## src/rtl/uart_pkg.sv

```systemverilog
// Shared definitions for the UART frame transmitter: FSM states, frame size
// and the bit-period helper.
package uart_pkg;

  typedef enum logic [2:0] {
    IDLE,
    START,
    DATA,
    STOP,
    DONE
  } tx_state_e;

  localparam int UART_FRAME_BYTES = 40;

  // Integer division; callers must keep the result >= 2.
  function automatic int clks_per_bit(input int clk_hz, input int baud);
    return clk_hz / baud;
  endfunction

endpackage

```

## src/rtl/uart_baud_tick.sv

```systemverilog
// Bit-period timer: counts 0..CLKS_PER_BIT-1 and flags the last cycle of
// each period. Held at zero while clear is high.
module uart_baud_tick #(
  parameter int CLKS_PER_BIT = 434
) (
  input  logic clk,
  input  logic rst,
  input  logic clear,
  output logic tick
);

  localparam int CW = (CLKS_PER_BIT > 1) ? $clog2(CLKS_PER_BIT) : 1;
  localparam logic [CW-1:0] LAST = CW'(CLKS_PER_BIT - 1);

  logic [CW-1:0] cnt;

  always_ff @(posedge clk) begin
    if (rst || clear)     cnt <= '0;
    else if (cnt == LAST) cnt <= '0;
    else                  cnt <= cnt + CW'(1);
  end

  assign tick = (cnt == LAST) && !clear;

endmodule

```

## src/rtl/uart_frame_tx.sv

```systemverilog
// Frame transmitter: latches an 8*NBYTES-bit frame on send and shifts it out
// as NBYTES back-to-back 8N1 characters, MSB byte first, LSB bit first.
module uart_frame_tx
  import uart_pkg::*;
#(
  parameter int CLK_HZ = 50_000_000,
  parameter int BAUD   = 115200,
  parameter int NBYTES = UART_FRAME_BYTES
) (
  input  logic                clk,
  input  logic                rst,
  input  logic                send,
  input  logic [8*NBYTES-1:0] data,
  output logic                send_done,
  output logic                busy,
  output logic                tx
);

  localparam int CPB = clks_per_bit(CLK_HZ, BAUD);
  localparam int W   = 8 * NBYTES;
  localparam int BW  = (NBYTES > 1) ? $clog2(NBYTES) : 1;
  localparam logic [BW-1:0] LAST_BYTE = BW'(NBYTES - 1);

  tx_state_e     state, nstate;
  logic          armed;
  logic [W-1:0]  shreg;
  logic [2:0]    bit_idx;
  logic [BW-1:0] byte_idx;
  logic          tick;
  logic          accept;
  logic [7:0]    cur_byte;

  // Counter is parked at zero between frames so the start bit gets a full period.
  uart_baud_tick #(.CLKS_PER_BIT(CPB)) u_baud (
    .clk  (clk),
    .rst  (rst),
    .clear((state == IDLE) || (state == DONE)),
    .tick (tick)
  );

  assign accept   = (state == IDLE) && send && armed;
  assign cur_byte = shreg[W-1 -: 8];

  always_ff @(posedge clk) begin
    if (rst) state <= IDLE;
    else     state <= nstate;
  end

  always_comb begin
    nstate = state;
    unique case (state)
      IDLE:  if (accept) nstate = START;
      START: if (tick) nstate = DATA;
      DATA:  if (tick && bit_idx == 3'd7) nstate = STOP;
      STOP:  if (tick) nstate = (byte_idx == LAST_BYTE) ? DONE : START;
      DONE:  nstate = IDLE;
      default: nstate = IDLE;
    endcase
  end

  // armed blocks retriggering until send has been seen low at least once.
  always_ff @(posedge clk) begin
    if (rst) begin
      armed    <= 1'b1;
      shreg    <= '0;
      bit_idx  <= '0;
      byte_idx <= '0;
    end else begin
      if (!send)       armed <= 1'b1;
      else if (accept) armed <= 1'b0;
      case (state)
        IDLE: if (accept) begin
          shreg    <= data;
          byte_idx <= '0;
        end
        START: if (tick) bit_idx <= '0;
        DATA:  if (tick) bit_idx <= bit_idx + 3'd1;
        STOP:  if (tick && byte_idx != LAST_BYTE) begin
          byte_idx <= byte_idx + BW'(1);
          shreg    <= shreg << 8;
        end
        default: ;
      endcase
    end
  end

  always_comb begin
    tx        = 1'b1;
    send_done = 1'b0;
    busy      = (state != IDLE);
    unique case (state)
      START:   tx = 1'b0;
      DATA:    tx = cur_byte[bit_idx];
      DONE:    send_done = 1'b1;
      default: ;
    endcase
  end

endmodule

```

## config.mk

```make
export PLATFORM = sky130hd
export DESIGN_NAME = uart_frame_tx
export DESIGN_NICKNAME = d
export VERILOG_FILES = /design/src/rtl/uart_pkg.sv /design/src/rtl/uart_baud_tick.sv /design/src/rtl/uart_frame_tx.sv
export SDC_FILE = /design/constraint.sdc
export NUM_CORES = 1
export LEC_CHECK = 0
export ABC_CLOCK_PERIOD_IN_PS = 2100
export CORE_MARGIN = 2
export CORE_UTILIZATION = 31
export CTS_CLUSTER_SIZE = 14
export DETAILED_ROUTE_END_ITERATION = 8
export GPL_ROUTABILITY_DRIVEN = 0
export GPL_TIMING_DRIVEN = 0
export PLACE_DENSITY = 0.5
export RECOVER_POWER = 25
export SETUP_SLACK_MARGIN = 0.5
export SYNTH_ARGS = -nofsm -noshare
export SYNTH_HDL_FRONTEND = slang
export SYNTH_SLANG_ARGS = --single-unit
```

## constraint.sdc

```tcl
create_clock -name clk -period 2.1 [get_ports clk]
set_input_delay 0.42 -clock clk [delete_from_list [all_inputs] [get_ports clk]]
set_output_delay 0.42 -clock clk [all_outputs]
set_load 0.005 [all_outputs]
```

* Word-level counts from Yosys, hierarchy flattened
Cells that the tools add are included.
Word-level totals: bits in registers 342, input port bits 323, output and inout port bits 3, logic and storage cells 61
Operators by class: $add $sub $neg 3, magnitude comparators 1, eq/ne operators 14, muxes and demuxes 19, bitwise operators 1, reductions and logical operators 17
Operator list (count):
- $mux W320 | 2
- $pmux W320 S2 | 1
- $mux W3 | 7
- $mux W6 | 2
- $ne A2 B2 Y1 const B | 6
- $pmux W3 S4 | 1
- $pmux W6 S2 | 1
- $add A9 B1 Y9 const B | 1
- $eq A9 B9 Y1 const B | 1
- $add A6 B1 Y6 const B | 1
- $eq A3 B2 Y1 const B | 2
- $eq A3 B3 Y1 const B | 2
- $eq A6 B6 Y1 const B | 1
- $ne A6 B6 Y1 const B | 1
- $pmux W3 S2 | 1
- $reduce_and A3 Y1 | 2
- $logic_and A1 B1 Y1 | 5
- $lt A3 B4 Y1 const B | 1
- $reduce_and A4 Y1 | 1
- $reduce_bool A2 Y1 | 2
- $reduce_or A2 Y1 | 2
- $add A3 B1 Y3 const B | 1
- $bmux W1 S3 | 1
- $eq A3 B1 Y1 const B | 1
- other kinds (7) | 9

* Logic depth before layout (Yosys ltp)
depth after elaboration 7, mapped depth 10, gate-level depth less buffers 6

* Modules after synthesis
From an unflattened synthesis, not the netlist that was laid out.
Second synthesis, totals: cells, all modules 1938, area, all modules 15358.5 µm²
By module, submodules not included:
- uart_frame_tx | times used 1, cells each 1892, area each 14943.1 µm², sequential area each 6666.4 µm²
- uart_baud_tick | times used 1, cells each 46, area each 415.4 µm², sequential area each 180.2 µm²

* Worst setup path after synthesis
No wires, ideal clock.
path kind reg2reg, start point register state[1], end point register shreg[10], library setup time 134 ps, arrival time 1746 ps, data required time 1966 ps, setup slack 220 ps, cell stages (with the launch flop) 11, path buffers 5, period minus slack after synthesis 1880 ps, cell sequence dfxtp_1 buf_2 nand2_2 or2_2 buf_2 a21o_1 buf_4 buf_4 buf_4 a21oi_1 a211oi_1
On the way: word-level cells in the longest chain between the ends 7, elaborated cells on any way between the ends 14, classes of those cells eq/ne (4); mux (1); reduce/logical (9)
Ends and longest elaborated chain:
- start: declaration | RTL line uart_frame_tx.sv:24 | tx_state_e state, nstate;
- start signal: assignment | RTL line uart_frame_tx.sv:46 | else state <= nstate;
- $eq A3 B3 Y1 or $logic_not A3 Y1 (tied branches) | RTL line uart_frame_tx.sv:37, uart_frame_tx.sv:41, uart_frame_tx.sv:71
- $logic_or A1 B1 Y1 | RTL line uart_frame_tx.sv:37 | .clear((state == IDLE) || (state == DONE)),
- $logic_not A1 Y1 | RTL line uart_baud_tick.sv:23 | assign tick = (cnt == LAST) && !clear;
- $logic_and A1 B1 Y1 | RTL line uart_baud_tick.sv:23
- $logic_and A1 B1 Y1 | RTL line uart_frame_tx.sv:78 | STOP: if (tick && byte_idx != LAST_BYTE) begin
- $ne A2 B2 Y1 (no line)
- $reduce_and A3 Y1 (no line)
- end signal: assignment | RTL line uart_frame_tx.sv:73 | shreg <= data;
- end signal: assignment | RTL line uart_frame_tx.sv:80 | shreg <= shreg << 8;
- end: declaration | RTL line uart_frame_tx.sv:26 | logic [W-1:0] shreg;
Parallel ways exist; a longest one is shown, timed or not. A chain may end at the register's enable or synchronous reset.

* Worst setup path in the final report
start point register bit_idx[1], end point output tx
On the way: word-level cells in the longest chain between the ends 3
Ends and longest elaborated chain:
- start: declaration | RTL line uart_frame_tx.sv:27 | logic [2:0] bit_idx;
- start signal: assignment | RTL line uart_frame_tx.sv:77 | DATA: if (tick) bit_idx <= bit_idx + 3'd1;
- $bmux W1 S3 | RTL line uart_frame_tx.sv:93 | DATA: tx = cur_byte[bit_idx];
- $mux W1 (implied by the code) | RTL line uart_frame_tx.sv:93
- $pmux W1 S2 | RTL line uart_frame_tx.sv:91 | unique case (state)
- end: declaration | RTL line uart_frame_tx.sv:16 | output logic tx
Every way passes these cells. The select of a mux whose other input is x is not followed.

==> results.cfg <==
[floorplan]
ios = 326
die-area_um2 = 52100
initial_core_util_pct = 31.2
die_h_um = 228
core_um2 = 49900
die_w_um = 228
rows = 82

[final_layout]
final_common_cell = dfxtp_1
stdcell_area_um2 = 28600
drive_above_1_share_pct = 44.0
area_growth_pct = 83.5
final_cell_mix = dfxtp_1, clkdlybuf4s50_1, mux2i_1, a211oi_2, a21oi_4
final_nets = 2421

[global_routing]
grt-ovfl-total = 0
grt_pass1_wl_um = 87700
use_met3_pct = 4.49
grt_pass1_vias = 15200
met2_usage_pct = 35.2
grt_usage_pct = 21.2
grt_use_met1_pct = 27.8
grt.busiest_layer = met2
grt_antenna_before_repair = 8
grt_start_max_net_pins = 12

[sta]
timing.fmax_ghz = 0.443
relSlewSlack_pct = 35.4
fin_setup_tns_ns = -8.45
drv_slew = 0
rsz0062_at_grt = yes
tightest_slew_ns = 0.962
fin_ws_ns = -0.157
setup_viol = 255
fin_worst_skew_ns = 0.0333
hold_violations = 0
fin_crit_sh_pct = 107
min_period_ns = 2.26

[setup_path]
critPathMaxStageDelay_ns = 0.50
worstPathArrival_ns = 1.84
slowest_stage = mux4_2
path_delay_family = multiplexers
start_kind = flop
criticalPathCategory = flop to output pin
critPathBufInv = 1
worst_ep_required_time_ns = 1.68
cp_max_fo = 3
end_kind = output pin
crit_chain = mux4_2 > mux2i_2 > a21oi_2 > buf_2

[clocking]
cts_root_buffer = clkbuf_16
cts_buffer_depth = 3
clkLatencyLatePin_ns = 0.57
path_clk_slew_ns = 0.05
tritoncts = built
holdBufCountCts = 0
cts_made_buffers = 42
htreeDepth = 2
cts.sinks = 342

[synth]
synth_cell_type_count = 42
synth_cells = 1570
syn_nets = 1898
netlist_area_um2 = 15600
synth_edf_count = 0
ys_seq_area_share_pct = 44.0
async_flop_share_pct = 0
syn_area_per_cell_um2 = 9.92
yosysWarningCount = 0
ys.flop_type = dfxtp_1
ys_ff_latch = 342

[routing]
wirelength_um = 59500
first_pass_iters = 5
via_per_inst = 5.25
drc = 0
drtIter0Drc = 706
ant_nets = 0
wl_per_cell_um = 21.2
vias = 14700

[outcome]
violations = setup timing
status = complete, but fails checks

[power_and_ir_drop]
power_uw = 18500
seqPwrFrac_pct = 40.9
power.switching_uw = 5180
p_clk_share_pct = 37.8
p_sw_share_pct = 28.0
leakagePower_uw = 0.0121
max-vdd-ir-drop_mv = 0.436
p_int_uw = 13300
power_density_nw_per_um2 = 648
combPwrFrac_pct = 21.3

[job]
maxCapViolations = 0

[place]
io_buffers = 324
dp_hpwl_um = 37700
placed_area_um2 = 20000

[worst_hold_path]
hold_class = flop to flop
-- through the flow --
stage | cells | setup WS, ns | utilization [%] | hold slack, ns
after floorplan | 1570 | 0.391 | - | 0.430
after global placement | 2566 | -0.526 | 40.1 | 0.447
after detailed placement | 2566 | -0.542 | 40.1 | 0.462
after CTS | 2751 | -0.222 | 50.5 | 0.442
after global routing | 2799 | -0.213 | 57.3 | 0.467
final | 2800 | -0.157 | 57.3 | 0.462
-- worst register-to-register path, cell delays in order, from the launching register on --
cell and delay [ns]:
dfxtp_2 0.33, inv_2 0.04, ha_4 0.14, and4bb_1 0.20, buf_6 0.12, buf_6 0.12, buf_6 0.11, a21oi_4 0.18
nor2_4 0.05, buf_12 0.16, buf_12 0.14, buf_16 0.14, buf_12 0.13, buf_16 0.13, a211oi_2 0.16
-- state kept, by name (all words and copies together) (netlist names) --
name,count
state,3
byte_idx,6
shreg,320
armed,1
bit_idx,3
u_baud.cnt,9
-- Yosys cell counts (3+ instances only) --
master | instances | share of area (%)
dfxtp_1 | 342 | 44
buf_2 | 81 | 2.6
nand2_1 | 14 | 0.34
xnor2_1 | 4 | 0.22
nor2_1 | 22 | 0.53
buf_4 | 21 | 1.0
or3_1 | 4 | 0.16
nand4_1 | 3 | 0.12
a211oi_1 | 313 | 15
buf_6 | 11 | 0.80
clkbuf_1 | 64 | 1.5
xor2_1 | 4 | 0.22
mux2i_1 | 314 | 20
a22o_1 | 8 | 0.45
ha_1 | 5 | 0.40
a21oi_1 | 318 | 10
nor3_1 | 3 | 0.096
nand3_1 | 3 | 0.096
-- logic make-up after synthesis --
group | after synthesis | synth area share [%]
compound gates | 653 | 26.5
mux | 316 | 20.5
xor+xnor | 8 | 0.450
simple gates | 65 | 2.22
fa+ha+maj | 5 | 0.402
flops | 342 | 44.0
buf+inv | 181 | 6.05
-- power groups by stage --
stage	sequential (uW)	combinational, uW	clock, uW
2_1_floorplan	7410	1300	0
3_3_place_gp	7520	2270	0
3_5_place_dp	7530	2300	0
4_1_cts	7450	3100	7170
5_1_grt	7620	4200	7420
6_report	7570	3950	7010
-- final cells by class --
class                           instances  area [um2]
Fill cell                            4127       21300
Multi-Input combinational cell       1047       11600
Sequential cell                       342        6870
Timing Repair Buffer                  479        6100
Buffer                                179        1880
Clock buffer                           66        1240
Tap cell                              672         841
Clock inverter                         10        71.3
Inverter                                2        7.51
Antenna cell                            3        7.51
-- metal layers --
metal / share of wire, % / routed length (um)
met5: 0.14 / 82
met4: 2.3 / 1370
met3: 5.1 / 3010
met2: 48 / 28600
met1: 45 / 26500
-- timing repair --
action	4_1_cts	5_1_grt
cloned	42	19
setup buffers	67	27
gates resized for setup	499	548
setup endpoints to repair	342	344
pin swaps	183	167
-- worst paths after layout --
path / end / slack (ns) / cells after the start / start
max: tx / -0.16 / 4 / bit_idx[1]
min: u_baud.cnt[0] / 0.46 / 1 / u_baud.cnt[0]
max reg2reg: shreg[209] / -0.12 / 14 / u_baud.cnt[1]
min reg2reg: u_baud.cnt[0] / 0.46 / 1 / u_baud.cnt[0]
(Power assumes the default switching activity.)
